### src/rtl/canny_stream_out.sv
// AXI4-Stream output stage for the edge pipeline: a first-word-fall-through FIFO
// that tags frame/line boundaries and records pixels dropped while the FIFO is full.
module canny_stream_out #(
  parameter int unsigned IMG_WIDTH  = 512,
  parameter int unsigned IMG_HEIGHT = 512,
  parameter int unsigned FIFO_DEPTH = 16
) (
  input  logic                          clk,
  input  logic                          rst,
  input  logic [7:0]                    pixel_in,
  input  logic                          pixel_in_valid,
  output logic [7:0]                    m_axis_tdata,
  output logic                          m_axis_tvalid,
  input  logic                          m_axis_tready,
  output logic                          m_axis_tuser,
  output logic                          m_axis_tlast,
  output logic                          frame_done,
  output logic                          overflow,
  output logic [$clog2(FIFO_DEPTH):0]   fifo_level
);

  localparam int unsigned COL_W = (IMG_WIDTH  > 1) ? $clog2(IMG_WIDTH)  : 1;
  localparam int unsigned ROW_W = (IMG_HEIGHT > 1) ? $clog2(IMG_HEIGHT) : 1;
  localparam int unsigned AW    = $clog2(FIFO_DEPTH);
  localparam int unsigned LVL_W = AW + 1;

  typedef struct packed {
    logic       eof;
    logic       sof;
    logic       eol;
    logic [7:0] data;
  } entry_t;

  entry_t             mem_q [FIFO_DEPTH];
  logic [AW-1:0]      wr_ptr_q, wr_ptr_d;
  logic [AW-1:0]      rd_ptr_q, rd_ptr_d;
  logic [LVL_W-1:0]   level_q, level_d;
  logic [COL_W-1:0]   col_q, col_d;
  logic [ROW_W-1:0]   row_q, row_d;
  logic               overflow_q, overflow_d;
  logic               frame_done_q, frame_done_d;

  entry_t             head;
  entry_t             wr_entry;
  logic               push;
  logic               pop;
  logic               last_col;
  logic               last_row;

  assign head     = mem_q[rd_ptr_q];
  assign last_col = (col_q == COL_W'(IMG_WIDTH - 1));
  assign last_row = (row_q == ROW_W'(IMG_HEIGHT - 1));
  assign pop      = (level_q != '0) && m_axis_tready;
  // A full FIFO still accepts a pixel when the head leaves on the same edge.
  assign push     = pixel_in_valid && ((level_q != LVL_W'(FIFO_DEPTH)) || pop);

  always_comb begin
    wr_entry      = '0;
    wr_ptr_d      = wr_ptr_q;
    rd_ptr_d      = rd_ptr_q;
    level_d       = level_q;
    col_d         = col_q;
    row_d         = row_q;
    overflow_d    = overflow_q;
    frame_done_d  = 1'b0;

    wr_entry.data = pixel_in;
    wr_entry.sof  = (col_q == '0) && (row_q == '0);
    wr_entry.eol  = last_col;
    wr_entry.eof  = last_col && last_row;

    // Position tracks every valid input, dropped or not, so framing stays aligned.
    if (pixel_in_valid) begin
      if (last_col) begin
        col_d = '0;
        row_d = last_row ? '0 : row_q + ROW_W'(1);
      end else begin
        col_d = col_q + COL_W'(1);
      end
      if (!push) overflow_d = 1'b1;
    end

    if (push) wr_ptr_d = wr_ptr_q + AW'(1);
    if (pop) begin
      rd_ptr_d     = rd_ptr_q + AW'(1);
      frame_done_d = head.eof;
    end

    case ({push, pop})
      2'b10:   level_d = level_q + LVL_W'(1);
      2'b01:   level_d = level_q - LVL_W'(1);
      default: level_d = level_q;
    endcase
  end

  always_ff @(posedge clk or posedge rst) begin
    if (rst) begin
      wr_ptr_q     <= '0;
      rd_ptr_q     <= '0;
      level_q      <= '0;
      col_q        <= '0;
      row_q        <= '0;
      overflow_q   <= 1'b0;
      frame_done_q <= 1'b0;
    end else begin
      wr_ptr_q     <= wr_ptr_d;
      rd_ptr_q     <= rd_ptr_d;
      level_q      <= level_d;
      col_q        <= col_d;
      row_q        <= row_d;
      overflow_q   <= overflow_d;
      frame_done_q <= frame_done_d;
    end
  end

  // Storage needs no reset: it is never observed while the FIFO is empty.
  always_ff @(posedge clk) begin
    if (push) mem_q[wr_ptr_q] <= wr_entry;
  end

  // Head fields are forced to zero while empty so nothing stale is presented.
  assign m_axis_tvalid = (level_q != '0);
  assign m_axis_tdata  = m_axis_tvalid ? head.data : 8'h00;
  assign m_axis_tuser  = m_axis_tvalid & head.sof;
  assign m_axis_tlast  = m_axis_tvalid & head.eol;
  assign frame_done    = frame_done_q;
  assign overflow      = overflow_q;
  assign fifo_level    = level_q;

endmodule

### config.mk
export PLATFORM = sky130hd
export DESIGN_NAME = canny_stream_out
export DESIGN_NICKNAME = d
export VERILOG_FILES = /design/src/rtl/canny_stream_out.sv
export SDC_FILE = /design/constraint.sdc
export NUM_CORES = 1
export LEC_CHECK = 0
export ABC_AREA = 1
export CAP_MARGIN = 20
export CORE_AREA = 10 10 154 128
export CTS_CLUSTER_DIAMETER = 120
export DETAILED_ROUTE_END_ITERATION = 10
export DIE_AREA = 0 0 164 138
export PLACE_DENSITY = 0.71
export SYNTH_ARGS = -nofsm -noshare
export SYNTH_HDL_FRONTEND = slang
export SYNTH_SLANG_ARGS = --single-unit
### constraint.sdc
create_clock -name clk -period 1.75 [get_ports clk]
set_input_delay 0.35 -clock clk [delete_from_list [all_inputs] [get_ports clk]]
set_output_delay 0.35 -clock clk [all_outputs]
set_load 0.02 [all_outputs]
==> flow_metrics.tcl <==
set metrics [dict create \
    rr_startpoint "col_q[0]$_DFFE_PP0P_" \
    routed_via_density 5.70 \
    layout-drive-gt1-share_pct 28.5 \
    vias 6670 \
    syn_nets 830 \
    crit_fanout 21 \
    comb_power_share_pct 46.6 \
    dieArea_um2 22600 \
    synth-edff-count 176 \
    synth_compound_area_share_pct 2.68 \
    placed_area_um2 10300 \
    fp-row-count 43 \
    power_leakage_uw 0.00467 \
    yosys_warnings 0 \
    peakVddDrop_v 0.000697 \
    synthTopCellsByArea "edfxtp_1, nand2_1, dfrtp_1" \
    seq_power_share_pct 32.7 \
    clock_path_buffers 3 \
    drc 0 \
    layout_setup_ws_ns -0.626 \
    synth_simple_gate_area_share_pct 21.7 \
    synth.top_cell.area_share_pct 59.1 \
    path_class "reg -> out" \
    worstPathRequired_ns 1.40 \
    r2r_slack_ns -0.17 \
    gp_congestion 0.827 \
    synth_flop_cell "edfxtp_1" \
    fin_worst_skew_ns 0.0121 \
    seq_area_frac_synth_pct 68.3 \
    synth-seq-cells 209 \
    cts_hold_buffers 0 \
    total_power_uw 19600 \
    switching_power_uw 7380 \
    root_buffer "clkbuf_16" \
    synthXorXnorAreaFrac_pct 1.08 \
    p_int_uw 12300 \
    multi_input_area_um2 2970 \
    numCtsBuffers 21 \
    grt_first_pass_wirelength_um 36100 \
    cp.arrival_ns 2.03 \
    syn-cell-area_um2 8950 \
    finalSetupViolations 36 \
    fin_crit_ns 2.38 \
    synth_cell_type_count 36 \
    netSwitchingFraction_pct 37.6 \
    p_clk_share_pct 20.7 \
    pwr_density_cell_nw_per_um2 1670 \
    rr_endpoint "row_q[5]$_DFFE_PP0P_" \
    synth_top_family_by_area "simple AND/OR/NAND/NOR gates" \
    hold_violations 0 \
    antenna_found_initial 0 \
    cts_tree "done" \
    stdcell_area_um2 11700 \
    diodes 0 \
    wirelength_um 23700 \
    synthCells 803 \
    regArea_um2 6120 \
    rr_worst_depth 11 \
    clock_latency_ns 0.50 \
    clock_sinks 209 \
    grt_pass1_vias 6396 \
    synthMuxAreaShare_pct 0.112 \
    cts.clk_slew.worst_paths_ns 0.06 \
    start_util_pct 53.3 \
    fin_crit_sh_pct 136 \
    syn2layout_area_growth_pct 31.3 \
    htreeDepth 1 \
    crit_path_end_kind "output port" \
    drv_slew 0 \
    wl_per_cell_um 20.2 \
    die_x_um 164 \
    synth.avg_cell_area_um2 11.1 \
    drt_iter0_drc 728 \
    dr.pass1.iters 5 \
    stdcell_count 1170 \
    tightest_slew_ns 0.610 \
    fill_cells 1112 \
    worstSetupStartpointType "flop" \
    cap_violations 0 \
    grtUsageTotal_pct 20.1 \
    io_pins 30 \
    final_cell_mix "nand2_1, edfxtp_1, nand3_1" \
    io_buffers 29 \
    rsz0062_at_grt "true" \
    async_reset_ff_share_pct 15.8 \
    fmax_mhz 421 \
    grt-ovfl-total 0 \
    final_common_cell "nand2_1" \
    violations "negative setup slack" \
    grt_start_max_net_pins 34 \
    status "finished with violations" \
    place_inst 1113 \
    fin_nets 962 \
    dp.final_hpwl_um 14500 \
    hold_class "in -> async" \
    synthAdderAreaFrac_pct 2.18 \
    maxSlewHeadroom_pct 59.2 \
    postRouteAntennaNets 0 \
    synth_top_area_cell "edfxtp_1" \
    core_area_um2 16800 \
    hold_slack_ns 0.277 \
    die_h_um 138 \
]
state kept, by name (all words and copies together), names as in the netlist:
| signal | flops |
|---|---|
| col_q | 9 |
| fifo_level | 5 |
| frame_done | 1 |
| mem_q | 176 |
| overflow | 1 |
| rd_ptr_q | 4 |
| row_q | 9 |
| wr_ptr_q | 4 |
worst max-delay path, cell delays in order (launching register included):
cell and delay (ns):
dfrtp_2 0.45, clkinv_4 0.11, buf_12 0.16, buf_6 0.12, nand2_1 0.05, nand3_1 0.06
nand3_1 0.09, nand2_1 0.11, nand2_1 0.07, a21oi_2 0.17, buf_6 0.14
power groups by stage:
stage	registers (uW)	logic [uW]	clock network, uW
CTS	6410	8330	4110
global placement	6460	7200	0
global route	6470	9850	4310
detailed placement	6500	7400	0
floorplan	6550	4250	0
finish	6420	9150	4070
synthesized netlist by cell type, types with 3 or more instances:
cell type and instances:
clkbuf_1 7, nor2_4 3, edfxtp_1 176, nor2_1 43, nand2_1 243, inv_2 4
nor2_2 3, nand3_1 140, nand4_1 6, nor3_1 4, o21ai_0 17, buf_6 3
a21oi_1 20, inv_1 33, xnor2_1 3, dfrtp_1 33, buf_4 13, buf_2 10
xor2_1 8, ha_1 14
logic make-up after synthesis:
logic type / after synthesis
xor gates and xnor gates: 11
muxes: 1
and+or+nand+nor: 449
AOI/OAI and AO/OA: 45
adders and majority gates: 15
buffers and inverters: 73
DFF: 209
stage by stage:
stage / utilization, % / setup slack, ns / setup TNS (ns)
finish: 70.0 / -0.626 / -7.69
global placement: 61.4 / -0.626 / -77.31
global route: 70.0 / -0.696 / -10.39
detailed placement: 61.4 / -0.692 / -84.11
floorplan: - / -0.115 / -20.50
CTS: 68.0 / -0.629 / -6.35
per-layer routing:
layer  part of all wire, %  GRT usage, %  vias to the layer above  wire (um)
met1                    42          28.1                     3268       9820
met2                    48          31.7                      314      11300
met5                     0             0                        -          0
met4                   2.4          5.59                        0        576
met3                   8.3          3.26                       50       1960
li1                      -             -                     3038          -
layout make-up:
type,count,area share [%]
Clock buffer,24,4.57
Clock inverter,9,0.532
Inverter,38,1.36
Multi-Input combinational cell,521,25.3
Sequential cell,209,52.1
Tap cell,225,2.40
Timing Repair Buffer,144,13.8
worst max path at each step:
stage / from / depth (start not counted) / endpoint / slack [ns]
2_1_floorplan: fifo_level[4]$_DFFE_PP0P_ / 7 / mem_q[0][0]$_DFFE_PP_ / -0.12
3_3_place_gp: rd_ptr_q[0]$_DFFE_PP0N_ / 9 / m_axis_tlast / -0.63
3_5_place_dp: rd_ptr_q[0]$_DFFE_PP0N_ / 10 / m_axis_tdata[6] / -0.69
4_1_cts: rd_ptr_q[0]$_DFFE_PP0N_ / 10 / m_axis_tdata[4] / -0.63
5_1_grt: rd_ptr_q[0]$_DFFE_PP0N_ / 10 / m_axis_tdata[0] / -0.70
6_report: rd_ptr_q[0]$_DFFE_PP0N_ / 10 / m_axis_tdata[0] / -0.63
timing repair:
item | CTS | global route
setup buffers | 10 | 13
gates resized for setup | 162 | 64
pin swaps | 16 | 25
setup endpoints to repair | 223 | 208
cloned | 4 | 2
Power figures use the tool's default switching activity.
